## src/rtl/issue_ctl.sv

```systemverilog
// issue_ctl: dual-issue instruction queue picking 0-2 head instructions per cycle under GPR port, pair-hazard and scoreboard limits
module issue_ctl #(
  parameter int DEPTH = 16
) (
  input  logic                   clk,
  input  logic                   reset,
  input  logic                   fetch_valid,
  input  logic [0:63]            fetch_data,
  output logic                   fetch_ready,
  input  logic                   flush,
  input  logic                   issue_hold,
  output logic                   issue0_valid,
  output logic [0:31]            issue0_inst,
  output logic                   issue1_valid,
  output logic [0:31]            issue1_inst,
  output logic [0:$clog2(DEPTH)] q_count
);
  localparam int AW = $clog2(DEPTH);
  localparam logic [AW:0] LIM = (AW+1)'(DEPTH - 2);
  typedef struct packed {
    logic       solo;
    logic [1:0] nr;
    logic [1:0] nw;
    logic       r0v;
    logic       r1v;
    logic       w0v;
    logic       w1v;
    logic [4:0] r0;
    logic [4:0] r1;
    logic [4:0] w0;
    logic [4:0] w1;
  } dec_t;
  function automatic dec_t decode(input logic [0:31] i);
    dec_t d;
    logic [5:0] op;
    logic [4:0] rt, ra, rb;
    op = i[0:5];
    rt = i[6:10];
    ra = i[11:15];
    rb = i[16:20];
    d = '0;
    if (op == 6'd31 && i[22:30] == 9'd266) begin
      d.r0v = 1'b1; d.r0 = ra; d.r1v = rb != ra; d.r1 = rb; d.w0v = 1'b1; d.w0 = rt;
    end else if (op == 6'd31 && i[21:30] == 10'd444) begin
      d.r0v = 1'b1; d.r0 = rt; d.r1v = rb != rt; d.r1 = rb; d.w0v = 1'b1; d.w0 = ra;
    end else if (op == 6'd14 || (op == 6'd58 && i[30:31] == 2'b00)) begin
      d.r0v = ra != 5'd0; d.r0 = ra; d.w0v = 1'b1; d.w0 = rt;
    end else if (op == 6'd58 && i[30:31] == 2'b01) begin
      d.r0v = 1'b1; d.r0 = ra; d.w0v = 1'b1; d.w0 = rt; d.w1v = ra != rt; d.w1 = ra;
    end else if (op == 6'd62 && i[30:31] == 2'b00) begin
      d.r0v = ra != 5'd0 && ra != rt; d.r0 = ra; d.r1v = 1'b1; d.r1 = rt;
    end else begin
      d.solo = 1'b1; d.r0v = op == 6'd17; d.r0 = 5'd0; d.r1v = op == 6'd17; d.r1 = 5'd3;
    end
    d.nr = {1'b0, d.r0v} + {1'b0, d.r1v};
    d.nw = {1'b0, d.w0v} + {1'b0, d.w1v};
    return d;
  endfunction
  function automatic logic hit(input logic v, input logic [4:0] r, input dec_t d);
    return v && ((d.w0v && d.w0 == r) || (d.w1v && d.w1 == r));
  endfunction
  logic [0:31]   mem [DEPTH];
  logic [1:0]    sb [32];
  logic [AW-1:0] head, tail, nxt;
  logic [AW:0]   count;
  logic [1:0]    pops;
  logic          push, iss0, iss1, ok0, ok1;
  dec_t          d0, d1;
  assign nxt = head + AW'(1);
  assign d0 = decode(mem[head]);
  assign d1 = decode(mem[nxt]);
  assign ok0 = !(d0.r0v && sb[d0.r0] != 2'd0) && !(d0.r1v && sb[d0.r1] != 2'd0);
  assign ok1 = !(d1.r0v && sb[d1.r0] != 2'd0) && !(d1.r1v && sb[d1.r1] != 2'd0);
  assign fetch_ready = count <= LIM;
  assign push = fetch_valid && fetch_ready && !flush;
  assign iss0 = count != '0 && !issue_hold && !flush && ok0;
  assign iss1 = iss0 && count > (AW+1)'(1) && !d0.solo && !d1.solo && ok1 &&
                {1'b0, d0.nr} + {1'b0, d1.nr} <= 3'd2 && {1'b0, d0.nw} + {1'b0, d1.nw} <= 3'd2 &&
                !hit(d1.r0v, d1.r0, d0) && !hit(d1.r1v, d1.r1, d0) &&
                !hit(d1.w0v, d1.w0, d0) && !hit(d1.w1v, d1.w1, d0);
  assign pops = {1'b0, iss0} + {1'b0, iss1};
  assign q_count = count;
  always_ff @(posedge clk) begin
    head <= (reset || flush) ? '0 : head + AW'(pops);
    tail <= (reset || flush) ? '0 : tail + (push ? AW'(2) : '0);
    count <= (reset || flush) ? '0 : count + (push ? (AW+1)'(2) : '0) - (AW+1)'(pops);
    issue0_valid <= !reset && iss0;
    issue0_inst <= (!reset && iss0) ? mem[head] : '0;
    issue1_valid <= !reset && iss1;
    issue1_inst <= (!reset && iss1) ? mem[nxt] : '0;
    for (int r = 0; r < 32; r++)
      sb[r] <= reset ? 2'd0 :
               (hit(iss0, 5'(r), d0) || hit(iss1, 5'(r), d1)) ? 2'd2 :
               sb[r] - {1'b0, sb[r] != 2'd0};
  end
  always_ff @(posedge clk) begin
    if (push) begin
      mem[tail] <= fetch_data[0:31];
      mem[tail + AW'(1)] <= fetch_data[32:63];
    end
  end
endmodule
```

## config.mk

```make
export PLATFORM = sky130hd
export DESIGN_NAME = issue_ctl
export DESIGN_NICKNAME = d
export VERILOG_FILES = /design/src/rtl/issue_ctl.sv
export SDC_FILE = /design/constraint.sdc
export NUM_CORES = 1
export LEC_CHECK = 0
export ABC_CLOCK_PERIOD_IN_PS = 20600
export BUFFER_PORTS_ARGS = -buffer_cell sky130_fd_sc_hd__clkbuf_2
export CAP_MARGIN = 20
export CORE_UTILIZATION = 55
export DETAILED_ROUTE_END_ITERATION = 8
export HOLD_SLACK_MARGIN = 0.05
export PLACE_DENSITY = 0.69
export RECOVER_POWER = 100
export SYNTH_ARGS = -nofsm -noshare
export SYNTH_HDL_FRONTEND = slang
export SYNTH_SLANG_ARGS = --single-unit
```

## constraint.sdc

```tcl
create_clock -name clk -period 20.6 [get_ports clk]
set_input_delay 2.06 -clock clk [delete_from_list [all_inputs] [get_ports clk]]
set_output_delay 2.06 -clock clk [all_outputs]
set_load 0.02 [all_outputs]
```

# Yosys cells after proc, flatten, opt, wreduce, memory -nomap -nowiden
# Memories as Yosys holds them, arrays and structs flattened. A register that Yosys moved wholly into a read port is not among the register bits.
# Index checks and enable logic that the tools add are counted.
dict set report word_totals {
  ff_bits 79
  ram_bits 576
  inputBits 69
  out_inout_bits 72
  elab_cells 739
  memories 2
}
# name depth width read_ports rd_ports_with_merged_regs write_ports line
set mem_list {}
lappend mem_list {mem 16 32 2 1 2 62} ;# logic [0:31] mem [DEPTH];
lappend mem_list {sb 32 2 36 0 32 63} ;# logic [1:0] sb [32];
dict set report classes {
  addsub 45
  n_lt_le_gt_ge 4
  n_eq_ne 154
  muxes 127
  n_reduce_logical 400
}
# operator n
set ops {}
lappend ops {{$eq 5x5->1 const B} 64}
lappend ops {{$logic_and 1x1->1} 239}
lappend ops {{$eq 5x4->1 const B} 32}
lappend ops {{$mux 2} 70}
lappend ops {{$logic_or 1x1->1} 103}
lappend ops {{$eq 5x3->1 const B} 16}
lappend ops {{$mux 5} 16}
lappend ops {{$reduce_bool 2->1} 36}
lappend ops {{$sub 2x1->2} 32}
lappend ops {{$mux 15} 4}
lappend ops {{$eq 5x2->1 const B} 8}
lappend ops {{$eq 5x5->1} 8}
lappend ops {{$mux 10} 4}
lappend ops {{$ne 5x5->1} 6}
lappend ops {{$mux 1} 28}
lappend ops {{$eq 6x5->1 const B} 4}
lappend ops {{$eq 6x6->1 const B} 4}
lappend ops {{$eq 10x9->1 const B} 2}
lappend ops {{$eq 5x1->1 const B} 4}
lappend ops {{$logic_not 5->1} 4}
lappend ops {{$eq 9x9->1 const B} 2}
lappend ops {{$reduce_bool 5->1} 3}
lappend ops {{$logic_not 1->1} 13}
lappend ops {{$eq 6x4->1 const B} 2}
lappend ops {{13 further kinds} 26}

# Logic depth before layout (Yosys ltp)
# An unclocked memory read counts as a cell.
dict set report depth {
  word_depth 27
  mapped_depth 40
  mapped_depth_nobuf 32
}

# Worst setup path before layout
# OpenSTA, ideal clock, no wires.
dict set report synth_path {
  path_type {register -> register}
  from {register head[0]}
  to {register count[3] (netlist: q_count[1])}
  setup_ns 0.122
  t_arrival_ns 8.495
  required_ns 20.478
  setup_slack_ns 11.983
  stages_incl_launch_ff 37
  path_buffers 10
  synth_period_minus_slack_ns 8.617
  cell_sequence {dfxtp_1 > buf_6 > buf_8 > buf_8 > buf_6 > buf_4 > buf_4 > buf_2 > buf_1 > mux4_2 > mux4_2 > xnor2_1 > a31oi_1 > nor4_1 > fa_1 > inv_1 > ha_1 > inv_1 > ha_1 > a21oi_1 > nor2_1 > o21ai_0 > a221oi_2 > o21ai_0 > or4b_1 > a2111o_1 > or4_1 > buf_4 > buf_6 > nor2_1 > ha_1 > inv_1 > fa_1 > ha_1 > fa_1 > xor2_1 > nor2_1}
}
dict set report synth_via {
  elab_chain_len 23
  word_cells_on_any_way 104
  cone_classes {7 x add/sub; 2 x order compare; 19 x eq/ne; 29 x mux; 45 x reduce/logical; 2 x memory}
}
# element line
set synth_lines {}
lappend synth_lines {{from (decl)} 64} ;# logic [AW-1:0] head, tail, nxt;
lappend synth_lines {{from (signal assigned)} 84} ;# head <= (reset || flush) ? '0 : head + AW'(pops);
lappend synth_lines {{$add 4x1->4 (*)} 69} ;# assign nxt = head + AW'(1);
lappend synth_lines {{$mem_v2 16x32 (*)} --}
lappend synth_lines {{$eq 6x6->1 / $logic_not 2->1 (equally long branches)} {50, 46}}
lappend synth_lines {{$logic_and 1x1->1} 50} ;# end else if (op == 6'd62 && i[30:31] == 2'b00) begin
lappend synth_lines {{$mux 10} 50}
lappend synth_lines {{$mux 5} 48} ;# end else if (op == 6'd58 && i[30:31] == 2'b01) begin
lappend synth_lines {{$mux 5} 46} ;# end else if (op == 6'd14 || (op == 6'd58 && i[30:31] == 2'b00)) begin
lappend synth_lines {{$mux 15} 44} ;# end else if (op == 6'd31 && i[21:30] == 10'd444) begin
lappend synth_lines {{[... 4 more ...]} --}
lappend synth_lines {{$logic_not 1->1} 73} ;# assign ok1 = !(d1.r0v && sb[d1.r0] != 2'd0) && !(d1.r1v && sb[d1.r1] != 2'd0);
lappend synth_lines {{$logic_and 1x1->1} 73}
lappend synth_lines {{$logic_and 1x1->1 (2 in a row)} 77} ;# assign iss1 = iss0 && count > (AW+1)'(1) && !d0.solo && !d1.solo && ok1 &&
lappend synth_lines {{$logic_and 1x1->1 (2 in a row)} 78} ;# {1'b0, d0.nr} + {1'b0, d1.nr} <= 3'd2 && {1'b0, d0.nw} + {1'b0, d1.nw} <= 3'd2 &&
lappend synth_lines {{$logic_and 1x1->1 (2 in a row)} 79} ;# !hit(d1.r0v, d1.r0, d0) && !hit(d1.r1v, d1.r1, d0) &&
lappend synth_lines {{$logic_and 1x1->1 (*)} 80} ;# !hit(d1.w0v, d1.w0, d0) && !hit(d1.w1v, d1.w1, d0);
lappend synth_lines {{$add 1x1->2 (*)} 81} ;# assign pops = {1'b0, iss0} + {1'b0, iss1};
lappend synth_lines {{$sub 5x2->5 (*)} 86} ;# count <= (reset || flush) ? '0 : count + (push ? (AW+1)'(2) : '0) - (AW+1)'(pops);
lappend synth_lines {{to (signal assigned)} 86}
lappend synth_lines {{to (decl)} 65} ;# logic [AW:0] count;
# Every way passes the cells marked *; elsewhere a longest branch is shown, timed or not.
# A chain may end at the register's enable or synchronous reset.

==> results.txt <==
- met2 is the most crowded layer.
* GR Overflow Total: 0
- In this run, post-CTS repair resized a total of 0 instances.
- The congestion estimate from routability-driven global placement came to 1.01.
- Hold buffer count at CTS: 0
- The final layout contains 3524 nets.
- Final Instance Count excl. Fillers: 4423
* Post-CTS setup repair buffer count: 0
- Met3 usage in global routing: 6.50%
- The die is 267 um tall.
* Fraction of registers with async set/reset: 0%
* TritonCTS clock tree: built
* Leakage power: 14.0 nW
* Root buffer cell: clkbuf_16
- Initial antenna violation count: 7
- Number of rows in the core area: 96
* Sequential share of the synthesized area: 47.0%
- The first global-routing pass estimated 187000 um of wire.
* Crit Path Category: flop to flop
* Power density cells: 74.5 mW/mm2
* Number of global-route vias before repair: 28700
* WP data arrival: 15.38 ns
* Largest fanout on the critical path: 81
* Pin count of the biggest net entering global routing: 150
- Chip Width: 267 um
- Total negative setup slack: 0 ns
- Iter 0 DRT Violations: 3922
- Counting both buffers and inverters, the worst setup path holds a total of 3.
- The top cell types in the final layout, fill and taps aside, are nand2_1 (660), edfxtp_1 (512), nor2_1 (245).
* H-tree Lvls: 3
- Post-synthesis average cell area: 11.5 um2
- The library cell used most frequently in the layout, excluding fill and tap cells, is nand2_1.
- Setup violations remaining at the end of the flow were counted as 0.
- Initial Util: 56.0%
- Yosys Warn Count: 0
- Placed cell count: 4285
* Cell family contributing the most delay on the critical path: compound AO/OA/AOI/OAI gates
* Final Hold Fails: 0
* Remaining routing DRC violations: 0
- Max-cap violations in this run came to 23.
- Worst voltage drop across the vdd grid: 0.0732 mV
- STA classifies the critical path endpoint as a flop.
* Number of nets with antenna violations after routing: 0
* Worst slew margin relative to its limit: -181%
* Type of element launching the critical path: flop
* Synth Register Bits: 654
- The clock arrives with 0.0371 ns of skew.
* Cells traversed along the worst timing path: clkbuf_1, nand3_1, xnor2_4, mux2i_1, nand3_1, nor3_1, nor2_1, o21ai_4, inv_1, a211o_1, fa_1, inv_1, ha_1, ha_1, nor2_1, a21oi_1, nor2_1, o21ai_0, a221oi_1, o41ai_1, or4b_2, a31oi_1, nand4_1, a221oi_1
* DIE AREA: 0.0715 mm2
- The run finished, with violations left.
- Crit-path max cell delay: 2.89 ns
- Gate Count Post-Synth: 3377
* Min cycle time layout: 14.86 ns
- Port buffering added 140 buffers.
- Clock transition at the registers of the reported paths: 0.06 ns
- In the finished design, the share of the clock period the worst path needs comes to 72.2%.
- STA puts the critical path data required time at 21.12 ns.
- Worst-Skew Late Latency: 0.64 ns
- Number of distinct library cells after synthesis: 101
- Among all flip-flop cells after synthesis, the most frequent one is edfxtp_1.
* DRT Wirelength: 127000 um
- Relative to the synthesized area, the layout overhead comes to 8.35%.
- In the global route stage, met2 resource usage came out at 55.6%.
- In this run the cell area of the synthesized design comes to 0.0388 mm2.
* Via Count: 30000
- DRT Pass-1 Iters: 6
- Slowest CP cell: clkbuf_1
- The checks that failed: capacitance limit, slew limit.
- The min-delay analysis places its worst path in the category flop to flop.
- CTS buffer count: 71
* Pins Over Slew Limit: 1082
* Grt met1 use: 49.3%
- Cells fill 60.7% of the core in the end.
- Core region area: 0.0692 mm2
- When the netlist entered floorplanning its net count stood at 3471.
- Top cell by count, worst path: nor2_1
* Setup repair after global routing missed its margin: no
- Counting along the longest clock path gives a buffer depth of 3.
* Total I/O pin count: 141
* Post-detailed-placement half-perimeter wirelength: 86600 um
- Dividing the detail-routed wire length by the instance count gives 28.7 um.
* Ratio of cells with drive above 1 in the final layout: 17.7%
- At the pin with the least slew margin, the transition time is 4.22 ns.
* Maximum clock rate: 0.0673 GHz
- Clock tree synthesis found a total of 654 sinks.
- Number of synthesized flops with an enable pin: 512
* Via count normalized by instance count: 6.78
- Across every metal layer, demand over resource in global routing totals 35.5%.
Yosys cell counts, drive strengths merged (6+ instances only):
cell type	count	area (um2)
inv	53	199
buf	125	908
a211o	7	61.3
nand3	72	370
a2111oi	6	71.3
a22oi	19	143
mux4	238	5360
a32oi	8	70.1
xor2	23	220
nand2	660	2480
and2	28	175
mux2	142	1600
and3	34	213
or3	6	37.5
nor2	248	936
a21oi	136	681
mux2i	162	1630
o22ai	35	219
nor4	26	211
nand2b	13	81.3
or2	14	87.6
nor3	76	470
dfxtp	142	2840
nand4	50	313
nor3b	35	263
a21o	23	173
edfxtp	512	15400
nand3b	16	120
o2bb2ai	6	52.6
clkbuf	90	338
xnor2	41	367
o221ai	7	67.6
o211ai	18	140
a211oi	18	135
ha	20	250
a31oi	20	125
o311ai	6	52.6
nor2b	22	138
o211a	7	77.6
o21ai	73	380
a221oi	36	322
tightest hold or removal path, stage by stage, from the launching register on:
cell      delay (ns)
dfxtp_1         0.33
nand2_1         0.06
a221oi_1        0.07
registers in the layout, summed over array words and instances (netlist names):
| name | count |
|---|---|
| head | 4 |
| issue0_inst | 32 |
| issue0_valid | 1 |
| issue1_inst | 32 |
| issue1_valid | 1 |
| mem | 512 |
| q_count | 5 |
| sb | 64 |
| tail | 3 |
path summary, 6_finish.rpt:
path / start / endpoint / slack (ns) / cells after the start
worst max-delay path: head[0]$_SDFF_PP0_ / sb[0][1]$_SDFF_PP0_ / 5.74 / 24
worst min-delay path: sb[12][0]$_SDFF_PP0_ / sb[12][1]$_SDFF_PP0_ / 0.51 / 2
worst max register to register: head[0]$_SDFF_PP0_ / sb[0][1]$_SDFF_PP0_ / 5.74 / 24
worst min register to register: sb[12][0]$_SDFF_PP0_ / sb[12][1]$_SDFF_PP0_ / 0.51 / 2
power breakdown:
group / total, W / switching, W / internal [W] / leakage, nW
clock: 0.00126 / 0.000546 / 0.000709 / 1.12
combinational: 0.000416 / 0.000271 / 0.000145 / 7.10
sequential: 0.00146 / 0.0000116 / 0.00145 / 5.77
per-layer routing:
layer,wire length [um],part of all wire (%)
met4,5380,4.2
met2,58200,46
met3,12000,9.4
met1,51400,40
met5,34,0.027
cell type report:
| class | instances | area (um2) |
|---|---|---|
| inverter | 53 | 205 |
| sequential | 654 | 18200 |
| clock inverter | 37 | 363 |
| clock buffer | 94 | 1930 |
| antenna | 4 | 10.0 |
| tap | 931 | 1160 |
| multi-input combinational | 2455 | 19100 |
| timing repair buffer | 195 | 970 |
| fill | 5576 | 27200 |
kinds of logic after synthesis:
kind of cell,synth area share (%)
mux,22.2
fa+ha+maj,0.904
compound gates,8.79
xor+xnor,1.51
flops,47.0
simple gates,15.9
buf+inv,3.73
stage by stage:
stage	cell area, um2	setup slack (ns)	total power, W	hold WS [ns]
2_1_floorplan	38800	11.98	0.00176	0.480
3_3_place_gp	39900	10.12	0.00188	0.487
3_5_place_dp	40000	9.83	0.00189	0.503
6_report	42000	5.74	0.00313	0.512
4_1_cts	42300	9.79	0.00313	0.511
5_1_grt	42000	4.97	0.00321	0.532
(Power assumes the default switching activity.)
